<file path="config.mk">
export PLATFORM = sky130hd
export DESIGN_NAME = mux_pipe_n
export DESIGN_NICKNAME = d
export VERILOG_FILES = /design/src/rtl/mips_pkg.sv /design/src/rtl/mux_skid_buf.sv /design/src/rtl/mux_pipe_n.sv
export SDC_FILE = /design/constraint.sdc
export NUM_CORES = 1
export LEC_CHECK = 0
export CORE_MARGIN = 4
export CORE_UTILIZATION = 28
export DETAILED_ROUTE_END_ITERATION = 16
export MAX_ROUTING_LAYER = met4
export PLACE_DENSITY = 0.82
export SETUP_SLACK_MARGIN = 0.3
export SLEW_MARGIN = 20
export SYNTH_ARGS = -nofsm -noshare
export SYNTH_HDL_FRONTEND = slang
export SYNTH_HIERARCHICAL = 1
export SYNTH_SLANG_ARGS = --single-unit
</file>
<file path="constraint.sdc">
create_clock -name clk -period 1.3 [get_ports clk]
set_input_delay 0.26 -clock clk [delete_from_list [all_inputs] [get_ports clk]]
set_output_delay 0.26 -clock clk [all_outputs]
set_load 0.1 [all_outputs]
</file>
<file path="src/rtl/mips_pkg.sv">
// Shared MIPS datapath constants and helpers: default data width, select-width function
// and the sel_err encoding used by the pipelined selectors.
package mips_pkg;

  localparam int DATA_W = 32;

  localparam logic SEL_ERR_ILLEGAL = 1'b1;
  localparam logic SEL_ERR_NONE    = 1'b0;

  // A single-input selector still needs a 1-bit select port to stay legal.
  function automatic int sel_width(input int n);
    return (n > 1) ? $clog2(n) : 1;
  endfunction

endpackage

</file>
<file path="src/rtl/mux_skid_buf.sv">
// One-entry skid register for mux_pipe_n; compiled only when MUX_PIPE_SKID_BUF_EN is defined.
// Holds one payload of {sel_err, sel, data} while the output stage is stalled.
`ifdef MUX_PIPE_SKID_BUF_EN
module mux_skid_buf #(
  parameter int P_W = 8
) (
  input  logic           clk,
  input  logic           rst,
  input  logic           flush,
  input  logic           load,
  input  logic [P_W-1:0] load_data,
  input  logic           unload,
  output logic           valid,
  output logic [P_W-1:0] data
);

  always_ff @(posedge clk) begin
    if (rst) begin
      valid <= 1'b0;
      data  <= '0;
    end else if (flush) begin
      valid <= 1'b0;
    end else if (load) begin
      valid <= 1'b1;
      data  <= load_data;
    end else if (unload) begin
      valid <= 1'b0;
    end
  end

endmodule
`endif

</file>
<file path="src/rtl/mux_pipe_n.sv">
// N-input selector behind a valid/ready output register, carrying sel and an illegal-select flag.
// Define MUX_PIPE_SKID_BUF_EN to add a skid entry and make in_ready a registered signal.
module mux_pipe_n
  import mips_pkg::*;
#(
  parameter  int WIDTH  = DATA_W,
  parameter  int NUM_IN = 4,
  localparam int SEL_W  = sel_width(NUM_IN)
) (
  input  logic                    clk,
  input  logic                    rst,
  input  logic [NUM_IN*WIDTH-1:0] in_data,
  input  logic [SEL_W-1:0]        sel,
  input  logic                    in_valid,
  output logic                    in_ready,
  input  logic                    flush,
  output logic [WIDTH-1:0]        out_data,
  output logic [SEL_W-1:0]        out_sel,
  output logic                    sel_err,
  output logic                    out_valid,
  input  logic                    out_ready
);

  localparam int PL_W = WIDTH + SEL_W + 1;

  logic [WIDTH-1:0] mux_data;
  logic             mux_err;
  logic [PL_W-1:0]  in_pl;
  logic [PL_W-1:0]  load_pl;
  logic             accept;
  logic             out_free;
  logic             load_out;

  // An out-of-range select matches no input, so the data falls through as zero.
  always_comb begin
    mux_data = '0;
    for (int k = 0; k < NUM_IN; k++) begin
      if (sel == SEL_W'(k)) mux_data = in_data[k*WIDTH +: WIDTH];
    end
  end

  assign mux_err  = (32'(sel) >= NUM_IN) ? SEL_ERR_ILLEGAL : SEL_ERR_NONE;
  assign in_pl    = {mux_err, sel, mux_data};
  assign out_free = !out_valid || out_ready;
  assign accept   = in_valid && in_ready;

`ifdef MUX_PIPE_SKID_BUF_EN
  logic            skid_valid;
  logic [PL_W-1:0] skid_data;

  mux_skid_buf #(.P_W(PL_W)) u_skid (
    .clk       (clk),
    .rst       (rst),
    .flush     (flush),
    .load      (accept && !out_free),
    .load_data (in_pl),
    .unload    (out_free && skid_valid),
    .valid     (skid_valid),
    .data      (skid_data)
  );

  // Skid content is older than anything upstream, so it always drains first.
  assign in_ready = !skid_valid && !flush;
  assign load_out = out_free && (skid_valid || accept);
  assign load_pl  = skid_valid ? skid_data : in_pl;
`else
  assign in_ready = !flush && out_free;
  assign load_out = accept;
  assign load_pl  = in_pl;
`endif

  always_ff @(posedge clk) begin
    if (rst) begin
      out_valid <= 1'b0;
      out_data  <= '0;
      out_sel   <= '0;
      sel_err   <= SEL_ERR_NONE;
    end else if (flush) begin
      out_valid <= 1'b0;
    end else if (load_out) begin
      out_valid                    <= 1'b1;
      {sel_err, out_sel, out_data} <= load_pl;
    end else if (out_ready) begin
      out_valid <= 1'b0;
    end
  end

endmodule

</file>
==> results of run 1 <==
-- worst paths after layout --
kind	start	endpoint	slack, ns	depth (start not counted)
max	out_valid	in_ready	0.004	3
min	sel[1]	out_sel[1]	0.44	4
max reg2reg	out_valid	out_data[20]	0.05	5
min reg2reg	out_data[21]	out_data[21]	0.50	1
-- cell families after synthesis --
family	synth area share, %
AO/OA/AOI/OAI	16.94
buffers and inverters	5.667
flip-flops	36.48
multiplexers	38.11
other	0.1953
AND/OR/NAND/NOR	2.606
-- metrics by stage --
step / instances / area, um^2 / power, W / util [%]
finish: 393 / 4404 / 0.003641 / 67.81
global placement: 377 / 4229 / 0.002790 / 65.11
CTS: 390 / 4382 / 0.003684 / 67.46
global route: 393 / 4404 / 0.003793 / 67.81
detailed placement: 377 / 4229 / 0.002812 / 65.11
floorplan: 129 / 2037 / 0.002029 / -
-- Yosys cell counts, drive strengths merged, types with 2 or more instances --
cell type  instances  share of area [%]
dfxtp             35                 36
a21oi              2               0.52
a22o              32                 15
nand4              2               0.65
inv                2               0.39
buf               14                5.1
mux4              32                 38
o31ai              2               0.78
-- flip-flops by register name, summed over array words and instances, names as in the netlist --
name	count
out_data	32
out_sel	2
out_valid	1
-- repair_timing --
item                       CTS  global route
setup endpoints to repair   71            71
gates resized for setup      8             0
pin swaps                    5             1
hold endpoints to repair     0             0
setup buffers                5             3
-- area by class of cell --
type                       count  area, um^2  area share (%)
tap                           77       96.34           2.188
clock buffer                   8       100.1           2.273
inverter                       2       7.507          0.1705
sequential                    35       749.5           17.02
multi-input combinational     77        1149           26.08
timing repair buffer         194        2302           52.27
-- power by group through the flow --
stage	clock, W	sequential (W)	combinational [W]
finish	0.000849	0.00121	0.00158
global route	0.000931	0.00122	0.00164
CTS	0.000885	0.00121	0.00159
detailed placement	0	0.00124	0.00157
global placement	0	0.00124	0.00155
floorplan	0	0.00165	0.000375
-- worst max-delay path, cell delays in order, from the launching register on --
cell	delay (ns)
dfxtp_4	0.34
nor2b_4	0.13
nor2_4	0.10
buf_12	0.18
-- metal layers --
metal,track usage (%),vias to the layer above,share of wire [%]
met2,33.97,99,57
met4,4.899,0,1.3
met5,-,-,0
li1,-,923,-
met3,4.333,8,7.1
met1,16.24,939,35
==> metrics.md, run 1 <==
| Metric | Value |
|---|---|
| CP Class | reg2out |
| RSZ-0062 raised after global routing | true |
| Max VDD drop | 363.0 uV |
| CP startpoint kind | register |
| Share of cells above drive strength 1 | 44.94% |
| GRT Total Usage | 17.21% |
| CTS tree | built |
| Clock sinks | 35 |
| Routed wire per std cell | ~18 um |
| Core ar. | ~0.0065 mm^2 |
| Most frequent cells in the layout | 128 x clkdlybuf4s50_1, 42 x buf_12, 33 x dfxtp_2 |
| Pwr per Cell Area | 826.7 mW/mm^2 |
| Tcrit/Tclk final | roughly 100% |
| Fraction of registers with async set/reset | 0% |
| DRC Markers | 0 |
| Detailed Route Iter0 Violations | 44 |
| Fin Setup TNS | 0 ns |
| First-pass GRT wire length | 10740 um |
| Post-synth EDFFs | 0 |
| Maximum clock frequency | between 0.7 and 0.8 GHz |
| Clock Power Share | roughly a quarter |
| Die W | 90.82 um |
| Clock Tree Buf Depth | 2 |
| Layout Nets | 450 |
| Count of yosys warnings during synthesis | 6 |
| Leak | about 1.7 nW |
| Combinational fraction of design power | between 40% and 50% |
| Worst skew pair latency | 0.28 ns |
| Max Slew Vio Count | 0 |
| Seq pwr share | 33.3% |
| Netlist cell types | 20 |
| Ant. Diodes | 0 |
| Root Driver | clkbuf_8 |
| Pre-CTS setup slack | -0.2844 ns |
| Commonest non-fill, non-tap cell in the layout | clkdlybuf4s50_1 |
| Hold Vio Cnt, Final | 0 |
| Hold Crit Class | in2reg |
| Internal | between 0.002 and 0.0025 W |
| Top Ports | around 170 |
| Post-Route WL | about 7000 um |
| Via count | approximately 2k |
| Post-DP HPWL | around 5900 um |
| TritonCTS buffer count | 5 |
| TritonRoute pass-1 iters | 4 |
| Pin count of the biggest net entering global routing | 33 |
| Clock Skews | approximately 0.0060 ns |
| Top_reg_cell synth | dfxtp_1 |
| Setup WS post-layout | roughly 0.0043 ns |
| Final Setup Violations | 0 |
| Status | finished, final reports clean |
| Endpoint class of the critical path | output port |
| Area Growth Syn to Fin | 129.3% |
| Max-Cap Viols | 0 |
| DIE HEIGHT | 90.82 um |
| Net Sw Power | 0.001158 W |
| Sw Ratio | 31.81% |
| Net Count, Synth | 264 |
| IO Port Bufs | 170 |
| Crit path DAT | 1.04 ns |
| Via count of the first global-routing pass | between 2k and 2.5k |
| Post-route antenna net violation count | 0 |
| # rows | 29 |
| Sequential share of the synthesized area | 36.48% |
| Filler Cells Inserted | around 480 |
| H-tree levels | 2 |
| Die area | 0.008248 mm^2 |
| Hold WS | around 0.44 ns |
| Min Tclk post-route | 1.296 ns |
| Total grt overflow | 0 |
| Hold_buf cts | 0 |
| Post-synthesis cell count | 129 |
| Crit path required time | 1.04 ns |
| GP Congestion | 0.8085 |
| Worst-path clk slew | 0.07 ns |
| Drt via density | between 5 and 6 |
| Syn avg cell area | roughly 15 um^2 |
| Initial antenna violation count | 0 |
| Starting density of the core | 29.57% |
| Yosys reg bits | 35 |
| Syn Std Cell Area | 0.001921 mm^2 |
| CP Max Fanout | 2 |
Note: power is estimated with default switching activity, not from simulation.
==> run 2: changes to the inputs <==
--- a/config.mk
+++ b/config.mk
@@ -14,5 +14,4 @@
 export SLEW_MARGIN = 20
 export SYNTH_ARGS = -nofsm -noshare
 export SYNTH_HDL_FRONTEND = slang
-export SYNTH_HIERARCHICAL = 1
 export SYNTH_SLANG_ARGS = --single-unit
==> results of run 2 <==
No change in the layout: final DEF, timing and power equal those of run 1.
Among the figures that moved: Yosys warning count 6 -> 0
==> run 3: changes to the inputs <==
--- a/config.mk
+++ b/config.mk
@@ -5,11 +5,12 @@
 export SDC_FILE = /design/constraint.sdc
 export NUM_CORES = 1
 export LEC_CHECK = 0
+export ABC_AREA = 1
 export CORE_MARGIN = 4
-export CORE_UTILIZATION = 28
+export CORE_UTILIZATION = 31
 export DETAILED_ROUTE_END_ITERATION = 16
 export MAX_ROUTING_LAYER = met4
-export PLACE_DENSITY = 0.82
+export PLACE_DENSITY = 0.83
 export SETUP_SLACK_MARGIN = 0.3
 export SLEW_MARGIN = 20
 export SYNTH_ARGS = -nofsm -noshare
==> run 3 against run 2 <==
  * The flow now finishes with violations (setup timing)
  * Global-route usage increased by 5.7 points
  * Core utilization is 6.4 points higher
  * Hold slack better by 0.020 ns
  * Wire length up 47%
  * Power rose by 4.6%
  * Via count up 68%
  * Synthesized area is 17% higher
  * Critical path depth up 5
  * Combinational power grew 17%
  * Maximum frequency decreased by 2.6%
  * Sequential cell count unchanged
==> metrics.md, run 3 <==
| Metric | Value |
|---|---|
| Top cells by area, synth | dfxtp_1 31%, nand2_1 19%, nand3_1 14%, a21oi_1 7.6%, nor2_1 7.0% |
| Worst reg2reg setup slack | -0.03 ns (-0.08 ns) |
| Worst Reg-to-Reg Cells | 8 (+3) |
| Hold path depth | 3 (-1) |
| Setup WS post-layout | -0.03026 ns (-0.03459 ns) |
| Pwr per Cell Area | 739.3 mW/mm^2 (-11%) |
| Core ar. | 0.006944 mm^2 (+6.9%) |
| Detailed Route Iter0 Violations | 96 (+120%) |
| Storage cell area | 749.5 um^2 (unchanged) |
| CTS tree | built |
| Pin count of the biggest net entering global routing | 35 (+6.1%) |
| Net Sw Power | 0.001400 W (+21%) |
| Biggest area consumer among synthesized cells | dfxtp_1 |
| Most frequent cells in the layout | 129 x clkdlybuf4s50_1, 102 x nand2_1, 64 x nand3_1 |
| Die W | 93.26 um (+2.7%) |
| Net Count, Synth | 521 (+97%) |
| Starting density of the core | 32.45% (+2.9 points) |
| WP buf/inv | 5 (+4) |
| Hold_sp | flush |
| Ant. Diodes | 0 (unchanged) |
| Most frequent cells after synthesis | 114 x nand2_1, 65 x nand3_1, 42 x nor2_1 |
| DIE HEIGHT | 93.26 um (+2.7%) |
| Crit path DAT | 1.54 ns (+0.50 ns) |
| GP Congestion | 0.8188 (+1.3%) |
| Max VDD drop | 348.9 uV (-3.9%) |
| Count of yosys warnings during synthesis | 0 |
| Hold EP | out_valid |
| # rows | 30 (+3.4%) |
| Hold_buf cts | 0 (unchanged) |
| Top-area cell type share of the netlist area | 31.09% (-5.4 points) |
| Post-route antenna net violation count | 0 (unchanged) |
| Most numerous cell in the Yosys netlist | nand2_1 |
| Seq pwr share | 31.8% (-1.5 points) |
| Status | finished with violations |
| Hold Vio Cnt, Final | 0 (unchanged) |
| Worst r2r src | out_valid |
| Sw Ratio | 36.75% (+4.9 points) |
| Most numerous cell on the critical path | buf_12 |
| Multi-input logic area | 0.001533 mm^2 (+33%) |
| CP Class | reg2reg |
| Delay-heaviest family, CP | buffers and inverters |
| Syn avg cell area | 5.838 um^2 (-61%) |
| Post-DP HPWL | 7603 um (+28%) |
| Worst setup path start | out_valid |
| Fraction of registers with async set/reset | 0% (unchanged) |
| Slowest cell delay on critical path | 0.35 ns (about the same) |
| IO Port Bufs | 170 (unchanged) |
| Post-Route WL | 10310 um (+47%) |
| Worst-path clk slew | 0.07 ns (about the same) |
| Top reg by flops | out_data |
| Min Tclk post-route | 1.330 ns (+0.03459 ns) |
| Routed wire per std cell | 15.30 um (-14%) |
| Max Slew Vio Count | 0 (unchanged) |
| Top_reg_cell synth | dfxtp_1 |
| Syn Std Cell Area | 0.002253 mm^2 (+17%) |
| Crit path required time | 1.50 ns (+0.46 ns) |
| Top Ports | 172 (unchanged) |
| Final Setup Violations | 7 (+7) |
| Tot Pwr | 0.003810 W (+4.6%) |
| Clock Tree Buf Depth | 2 (unchanged) |
| Drt via density | 4.912 (-2.0%) |
| RSZ-0062 raised after global routing | true |
| Layout Nets | 712 (+58%) |
| Combinational fraction of design power | 48.7% (+5.3 points) |
| Placed inst area | 0.004589 mm^2 (+8.5%) |
| Initial antenna violation count | 0 (unchanged) |
| Worst skew pair latency | 0.27 ns (about the same) |
| Biggest registers after layout | out_data: 32 flops, out_sel: 2 flops, out_valid: 1 flops |
| Clock sinks | 35 (unchanged) |
| Ordered cell list for the critical path | buf_6, nand2_4, nand3_4, buf_12, clkinv_8, buf_12, buf_12, a21oi_2 |
| Clock Power Share | 19.5% (-3.8 points) |
| DRC Markers | 0 (unchanged) |
| Util after Layout | 74.22% (+6.4 points) |
| Post-synthesis cell count | 386 (+200%) |
| Area Growth Syn to Fin | 128.7% |
| Commonest non-fill, non-tap cell in the layout | clkdlybuf4s50_1 |
| Via count | 3311 (+68%) |
| Post-synth EDFFs | 0 (unchanged) |
| First-pass GRT wire length | 15380 um (+43%) |
| GRT Total Usage | 22.88% (+5.7 points) |
| Leak | 2.141 nW (+26%) |
| Filler Cells Inserted | 496 (+3.8%) |
| Tcrit/Tclk final | 102.3% (+2.7 points) |
| Worst path slowest cell | dfxtp_4 |
| Max reg flops | 32 (unchanged) |
| Total grt overflow | 0 (unchanged) |
| TritonRoute pass-1 iters | 7 (+3) |
| Endpoint class of the critical path | register |
| Clock Skews | 0.004441 ns (-0.001577 ns) |
| H-tree levels | 2 (unchanged) |
| Maximum clock frequency | 0.7517 GHz (-2.6%) |
| Max-Cap Viols | 0 (unchanged) |
| Sequential share of the synthesized area | 31.09% (-5.4 points) |
| Netlist cell types | 19 (-5.0%) |
| Post-route cell area | 0.005154 mm^2 (+17%) |
| TritonCTS buffer count | 5 (unchanged) |
| CP startpoint kind | register |
| Die area | 0.008697 mm^2 (+5.4%) |
| Fin Setup TNS | -0.1291 ns (-0.1291 ns) |
| Internal | 0.002410 W (-2.9%) |
| Yosys reg bits | 35 (unchanged) |
| Worst flop-to-flop path endpoint | out_data[17] |
| Share of cells above drive strength 1 | 30.62% (-14 points) |
| Root Driver | clkbuf_8 |
| Hold Crit Class | in2reg |
| Via count of the first global-routing pass | 3261 (+47%) |
| CP Max Fanout | 7 (+5) |
| Failing checks | setup timing |
[run 3: per-stage QoR]
stage	worst slack, ns	hold slack, ns	cells
after floorplan	0.0006204	0.3217	386
after global placement	-0.2589	0.4646	642
after detailed placement	-0.2977	0.4727	642
after CTS	0.01684	0.4289	666
after global routing	-0.07401	0.4428	674
final	-0.03026	0.4555	674
[run 3: cell type report]
class / instances / area share (%)
clock buffer: 7 / 1.481
clock inverter: 1 / 0.09711
inverter: 19 / 1.627
multi-input combinational: 302 / 29.74
sequential: 35 / 14.54
tap: 96 / 2.331
timing repair buffer: 214 / 50.18
[run 3: worst reg2reg max path: cells and delay by family, from the launching register on]
kind	cells	cell delay, ns
and+or+nand+nor	2	0.20
DFF	1	0.35
buffers and inverters	5	0.60
AOI/OAI and AO/OA	1	0.12
[run 3: per-layer routing]
metal	share of wire (%)	vias up	wire (um)	track usage [%]
met1	37	1499	3805	24.31
met3	11	13	1180	6.838
met5	0	-	0	-
met2	50	171	5176	41.39
li1	-	1628	-	-
met4	1.4	0	147	5.739
[run 3: timing repair]
action	CTS	global route
gates cloned	4	0
buffers inserted	12	8
resized for setup	29	41
pin swaps	6	8
endpoints found under the setup margin	71	71
[run 3: power groups by stage]
stage | logic, W | registers [W] | clock network (W)
6_report | 0.00185 | 0.00121 | 0.000743
5_1_grt | 0.00196 | 0.00122 | 0.000829
4_1_cts | 0.00178 | 0.00121 | 0.000776
3_5_place_dp | 0.00168 | 0.00124 | 0
3_3_place_gp | 0.00165 | 0.00124 | 0
2_1_floorplan | 0.000405 | 0.00166 | 0
[run 3: worst max path at each step]
| stage | depth (start not counted) | end |
|---|---|---|
| 3_3_place_gp | 8 | out_data[24] |
| 4_1_cts | 4 | in_ready |
| 5_1_grt | 8 | out_data[2] |
| 6_report | 8 | out_data[17] |
| 3_5_place_dp | 8 | out_data[17] |
| 2_1_floorplan | 3 | in_ready |
[run 3: cells by family after synthesis]
| kind of cell | synth area share [%] |
|---|---|
| AO/OA/AOI/OAI | 14.99 |
| buffers and inverters | 9.716 |
| flip-flops | 31.09 |
| other | 0.1664 |
| AND/OR/NAND/NOR | 44.03 |
